## config.mk

```make
export PLATFORM = sky130hd
export DESIGN_NAME = crypt_sched
export DESIGN_NICKNAME = d
export VERILOG_FILES = /design/src/rtl/crypt_sched.sv
export SDC_FILE = /design/constraint.sdc
export NUM_CORES = 1
export LEC_CHECK = 0
export BUFFER_PORTS_ARGS = -buffer_cell sky130_fd_sc_hd__clkbuf_2
export CORE_AREA = 4 4 280 282
export DETAILED_ROUTE_END_ITERATION = 6
export DIE_AREA = 0 0 284 286
export HOLD_SLACK_MARGIN = 0.03
export PLACE_DENSITY_LB_ADDON = 0.15
export SETUP_SLACK_MARGIN = 0.02
export SYNTH_ARGS = -nofsm -noshare
export SYNTH_HDL_FRONTEND = slang
export SYNTH_SLANG_ARGS = --single-unit
```

## constraint.sdc

```tcl
create_clock -name sys_clk -period 19.6 [get_ports sys_clk]
set_input_delay 1.96 -clock sys_clk [delete_from_list [all_inputs] [get_ports sys_clk]]
set_output_delay 1.96 -clock sys_clk [all_outputs]
set_load 0.1 [all_outputs]
```

## src/rtl/crypt_sched.sv

```systemverilog
// Schedules plaintext blocks from two requesters through a slow cipher core,
// forwarding each ciphertext to the transmitter or aborting after a timeout.
module crypt_sched #(
  parameter int          TIMEOUT_CYCLES = 4096,
  parameter logic [79:0] KEY            = 80'hFFFF_FFFF_FFFF_FFFF_FFFF
) (
  input  logic         sys_clk,
  input  logic         sys_rst,
  input  logic [1:0]   req_valid,
  input  logic [127:0] req_data0,
  input  logic [127:0] req_data1,
  output logic [1:0]   req_ready,
  output logic [127:0] core_plain,
  output logic [79:0]  core_key,
  output logic         core_start,
  input  logic         core_end,
  input  logic [127:0] core_cipher,
  input  logic         tx_busy,
  output logic         send_en,
  output logic [127:0] send_data,
  output logic         send_src,
  output logic         err_timeout,
  output logic         busy
);

  localparam int CW = $clog2(TIMEOUT_CYCLES) + 1;

  typedef enum logic [1:0] {
    ST_IDLE,
    ST_WAIT,
    ST_SEND,
    ST_CLEAR
  } state_t;

  state_t         r_state;
  logic [CW-1:0]  r_count;
  logic           r_endS1;
  logic           r_endS2;
  logic           r_lastGrant;
  logic           r_grant;
  logic [1:0]     r_reqReady;
  logic [127:0]   r_corePlain;
  logic           r_coreStart;
  logic           r_sendEn;
  logic [127:0]   r_sendData;
  logic           r_sendSrc;
  logic           r_errTimeout;
  logic           w_grantIdx;
  logic           w_endS;

  assign w_endS      = r_endS2;
  assign req_ready   = r_reqReady;
  assign core_plain  = r_corePlain;
  assign core_key    = KEY;
  assign core_start  = r_coreStart;
  assign send_en     = r_sendEn;
  assign send_data   = r_sendData;
  assign send_src    = r_sendSrc;
  assign err_timeout = r_errTimeout;
  assign busy        = (r_state != ST_IDLE);

  // core_end comes from a slower clock domain, so it is resynchronised first
  always_ff @(posedge sys_clk or posedge sys_rst) begin
    if (sys_rst) begin
      r_endS1 <= 1'b0;
      r_endS2 <= 1'b0;
    end else begin
      r_endS1 <= core_end;
      r_endS2 <= r_endS1;
    end
  end

  // Round-robin: under contention the requester not served last wins
  always_comb begin
    w_grantIdx = 1'b0;
    if (req_valid == 2'b11) begin
      w_grantIdx = ~r_lastGrant;
    end else if (req_valid[1]) begin
      w_grantIdx = 1'b1;
    end
  end

  always_ff @(posedge sys_clk or posedge sys_rst) begin
    if (sys_rst) begin
      r_state      <= ST_IDLE;
      r_count      <= '0;
      r_lastGrant  <= 1'b1;
      r_grant      <= 1'b0;
      r_reqReady   <= 2'b00;
      r_corePlain  <= '0;
      r_coreStart  <= 1'b0;
      r_sendEn     <= 1'b0;
      r_sendData   <= '0;
      r_sendSrc    <= 1'b0;
      r_errTimeout <= 1'b0;
    end else begin
      r_reqReady   <= 2'b00;
      r_sendEn     <= 1'b0;
      r_errTimeout <= 1'b0;
      case (r_state)
        ST_IDLE: begin
          if (req_valid != 2'b00) begin
            r_grant     <= w_grantIdx;
            r_lastGrant <= w_grantIdx;
            r_reqReady  <= w_grantIdx ? 2'b10 : 2'b01;
            r_corePlain <= w_grantIdx ? req_data1 : req_data0;
            r_coreStart <= 1'b1;
            r_count     <= '0;
            r_state     <= ST_WAIT;
          end
        end
        ST_WAIT: begin
          // Completion takes priority over a timeout on the same edge
          if (w_endS) begin
            r_sendData  <= core_cipher;
            r_sendSrc   <= r_grant;
            r_coreStart <= 1'b0;
            r_state     <= ST_SEND;
          end else if (r_count == CW'(TIMEOUT_CYCLES - 1)) begin
            r_errTimeout <= 1'b1;
            r_coreStart  <= 1'b0;
            r_state      <= ST_CLEAR;
          end else begin
            r_count <= r_count + 1'b1;
          end
        end
        ST_SEND: begin
          if (!tx_busy) begin
            r_sendEn <= 1'b1;
            r_state  <= ST_CLEAR;
          end
        end
        ST_CLEAR: begin
          // Wait for the core to drop its done level before accepting work
          if (!w_endS) begin
            r_state <= ST_IDLE;
          end
        end
        default: r_state <= ST_IDLE;
      endcase
    end
  end

endmodule

```

### After elaboration in Yosys (flattened, before gate mapping)

Index checks and enable logic that the tools add are counted.

* muxes and demuxes: 25
* reductions and logical operators: 9
* add/sub/neg operators: 1
* eq/ne operators: 11
* bitwise operators: 1

Operators with widths (count)
* 128-bit 2-to-1 mux: 1
* 13-bit 2-to-1 mux: 3
* 13-bit one-hot mux with 2 select lines: 1
* 2-bit 2-to-1 mux: 8
* 13-bit by 1-bit adder with 13-bit output (second input constant): 1
* 13-bit by 12-bit == test with 1-bit output (second input constant): 1
* 1-bit 2-to-1 mux: 10
* 2-bit inequality test (second input constant): 5
* 2-bit one-hot mux with 4 select lines: 1
* 4-bit AND reduction: 2
* 2-bit == test (second input constant): 3
* 2-bit nonzero test: 3
* 2-bit AND reduction: 2
* 3-bit inequality test (second input constant): 1
* 3-bit AND reduction: 1
* 2-bit by 1-bit == test with 1-bit output (second input constant): 1
* 2-bit zero test: 1
* 1-bit one-hot mux with 2 select lines: 1
* 1-bit NOT: 1

* logic and storage cells: 60
* register bits after elaboration: 281
* bits of input ports: 390

### Logic depth before layout (Yosys ltp)

* word-level depth: 5
* mapped depth: 9

### Worst setup path after synthesis

Ideal clock, no wire load.

* path type: register to output
* from: register r_state[0]
* to: output port busy
* cell stages (with the launch flop): 5
* path slack: 16.152 ns
* path buffers: 1
* arrival time: 1.488 ns
* cell sequence: dfrtp_1 > inv_1 > ha_1 > clkbuf_1 > inv_1

* longest elaborated chain between the ends: 1

Ends and longest elaborated chain
* start: declaration: line 35 `state_t r_state;`
* start signal: assignment: line 85 `r_state <= ST_IDLE;`
* start signal: assignment: line 109 `r_state <= ST_WAIT;`
* start signal: assignment: line 118 `r_state <= ST_SEND;`
* 2-bit nonzero test: line 60 `assign busy = (r_state != ST_IDLE);`
* end: declaration: line 23 `output logic busy`

No other way between the ends.

### Worst setup path after layout

* from: input port req_valid[1]
* to: register r_corePlain[84] (netlist: core_plain[84])

* longest elaborated chain between the ends: 3
* elaborated cells on any way between the ends: 6
* classes of those cells: 1 x eq/ne; 3 x mux; 2 x reduce/logical

Ends and longest elaborated chain
* start: declaration: line 9 `input logic [1:0] req_valid,`
* 2-bit == test / 1-bit 2-to-1 mux (equally long branches): line 76, 78
* 1-bit 2-to-1 mux: line 76 `if (req_valid == 2'b11) begin`
* 128-bit 2-to-1 mux: line 106 `r_corePlain <= w_grantIdx ? req_data1 : req_data0;`
* end signal: assignment: line 106
* end: declaration: line 42 `logic [127:0] r_corePlain;`

Several ways; a longest one is shown, not always the timed one.
A chain may end at the register's enable or synchronous reset.

==> metrics.md <==
| Metric | Value |
|---|---|
| Post-CTS Setup Repair Bufs | `0` |
| Synth Area in XOR/XNOR | `0%` |
| Post-Route WL | `44800 um` |
| Total congestion overflow | `0` |
| # nets final | `2064` |
| Worst slew pin tran | `1.04 ns` |
| Starting Density | `16.4%` |
| Area delta synth->final | `42.5%` |
| Reg-to-Reg End | `core_plain[11]` |
| CP Launch Point | `req_valid[1]` |
| Final Setup Violations | `0` |
| Post-synth EDFFs | `0` |
| Clk root buf | `clkbuf_16` |
| DP HPWL | `34800 um` |
| Mux share of post-synthesis cell area | `21.8%` |
| Clock Latency Late Sink | `0.53 ns` |
| RD Place Congestion | `0.817` |
| Register bit total from synthesis | `281` |
| Relative slew slack | `30.9%` |
| Multi-input logic area | `4760 um2` |
| Final hold violation count | `0` |
| Synth Area in Compound Gates | `7.00%` |
| Final period utilization | `23.5%` |
| Hold Crit Class | `reg2reg` |
| CTS tree | `done` |
| Minimum clock period | `4.60 ns` |
| Reg2reg setup slack | `15.89 ns` |
| Critical R2R Launch | `r_state[0]` |
| Die H | `286 um` |
| Initial antenna violation count | `3` |
| R2R depth | `7` |
| RSZ-0062 raised after global routing | `no` |
| Crit path to | `core_plain[84]` |
| Drt pass-1 iters | `4` |
| Routed length on met1 | `16900 um` |
| Std-Cell Rows | `101` |
| TritonCTS Buffers | `37` |
| DR WL met2 | `23000 um` |
| Antenna Violating Nets Remaining | `0` |
| CTS max path bufs | `3` |
| Crit Path Category | `in2reg` |
| Number of global-route vias before repair | `10500` |
| Core area | `75700 um2` |
| First-pass GRT wire length | `66300 um` |
| Area contributors post-synth | `dfrtp_1 (57%), mux2_2 (12%), mux2i_1 (9.9%)` |
| Synthesis Warnings | `0` |
| Post-synthesis cell area | `12400 um2` |
| Max-cap check violation count | `0` |
| Yosys top cell by area | `dfrtp_1` |
| Fin. max-slew vios | `0` |
| Max Clk Rate | `217 MHz` |
| Critical Path Sink Type | `flip-flop` |
| GRT Overall Usage | `10.5%` |
| Via count | `9803` |
| Vias per inst | `3.67` |
| Fill cells | `8311` |
| Status | `completed` |
| Yosys cell types | `45` |
| Htree depth | `2` |
| Post-CTS sizing | `0` |
| Top Layer Used | `met4` |
| Register Area | `7030 um2` |
| Simple-gate share of the synthesized area | `6.54%` |
| Setup tns final | `0 ns` |
| Die W | `284 um` |
| CP arrival | `4.97 ns` |
| Syn Inst Count | `1030` |
| Hold Startpoint | `r_endS1` |
| Largest family of logic cells by synthesized area | `multiplexers` |
| Drt wl/cell | `16.8 um` |
| Met3 routed WL | `3770 um` |
| Post-synth top area share | `56.6%` |
| Layout cells sized above 1 | `50.7%` |
| Final clock skew | `0.0221 ns` |
| Pin count of the biggest net entering global routing | `119` |
| Clock sinks | `281` |
| Setup crit start kind | `primary input` |
| Crit Path Max Fanout | `45` |
| Io pins | `733` |
| Ys flop type | `dfrtp_1` |
| Synth Area in Adders | `0.505%` |
| PortBufs | `652` |
| DR iter-0 viols | `278` |
| Seq/Total Area, Yosys | `56.8%` |
| Die area | `81200 um2` |
| Clk slew on worst S/H paths | `0.05 ns` |
| Post-synth ARST share | `100%` |
| Worst path required time | `19.96 ns` |
| Avg Inst Size Synth | `12.0 um2` |
| Drc violations | `0` |
| Cts-stage hold buffer count | `0` |
placed cells by master, fill, tap and decap left out, types with 5 or more instances in the layout:
| cell type | n |
|---|---|
| mux2i_1 | 123 |
| ha_1 | 5 |
| o31ai_1 | 6 |
| a21oi_1 | 6 |
| clkbuf_2 | 652 |
| or4_1 | 6 |
| a32oi_1 | 8 |
| clkbuf_8 | 11 |
| conb_1 | 80 |
| buf_4 | 11 |
| o21ai_0 | 125 |
| clkbuf_16 | 38 |
| mux2_2 | 130 |
| dfrtp_1 | 280 |
| clkbuf_1 | 6 |
| nor4_1 | 6 |
| nand2_1 | 145 |
metrics by stage:
step                      setup slack [ns]  hold slack (ns)  util [%]  instances  instance area (um2)
final                                15.00            0.359      23.3       2671                17600
after global routing                 14.76            0.367      23.3       2671                17600
after detailed placement             14.43            0.355      21.7       2608                16400
after CTS                            15.02            0.368      23.3       2670                17600
after global placement               14.52            0.355      21.7       2608                16400
after floorplan                       9.89            0.331         -       1109                12700
sequential cells by signal, indices dropped and copies added (netlist names):
name,count
core_plain,128
core_start,1
err_timeout,1
r_count,13
r_endS1,1
r_endS2,1
r_grant,1
r_lastGrant,1
r_state,2
req_ready,2
send_data,128
send_en,1
send_src,1
Yosys cell counts, types with 2 or more instances:
master    count
or2b_1        2
nand2_1     145
buf_1         6
a32oi_1       8
a21o_1        2
buf_4        80
nand3_1       3
dfrtp_1     280
nor4_1        7
clkbuf_1     22
o31ai_1       6
inv_1         5
ha_1          5
mux2i_1     123
buf_2        32
a21oi_1       6
mux2_2      130
buf_6         2
or2_2         2
nor2_1        4
or4_1         6
nand4_1       4
nand2b_1      4
o21ai_0     125
metal layers:
layer | global-route usage (%) | vias up
li1 | - | 4692
met1 | 11.6 | 4609
met2 | 18.8 | 444
met3 | 3.70 | 58
met4 | 3.40 | 0
met5 | 0 | -
worst min path at each step:
stage	end	slack, ns	depth (start not counted)
finish	r_endS2	0.36	0
global route	r_endS2	0.37	0
CTS	r_endS2	0.37	0
detailed placement	r_endS2	0.36	0
global placement	r_endS2	0.36	0
floorplan	r_endS2	0.33	0
cell type report:
cell class | instances | area share [%]
flip-flops and latches | 281 | 39.9
diodes | 1 | 0.0142
well taps | 978 | 6.94
inverters | 5 | 0.149
clock buffers | 55 | 6.38
repair buffers | 663 | 19.0
multi-input cells | 681 | 27.0
clock inverters | 7 | 0.688
cells by family (layout without fill, tap and decap cells):
logic type               Yosys count  after routing
buffers and inverters            147            730
adder cells (fa/ha/maj)            5              5
AND/OR/NAND/NOR                  186            186
flip-flops                       281            281
AO/OA/AOI/OAI                    157            157
other                              1             81
multiplexers                     253            253
critical path, stage by stage:
cell      delay (ns)
clkbuf_2        0.13
a21boi_4        0.42
buf_4           0.57
buf_4           0.69
buf_4           0.70
mux2i_1         0.28
o21ai_0         0.09
Power is not shown: default switching activity piles up to over one toggle a cycle in this logic, so the estimate is an artifact.
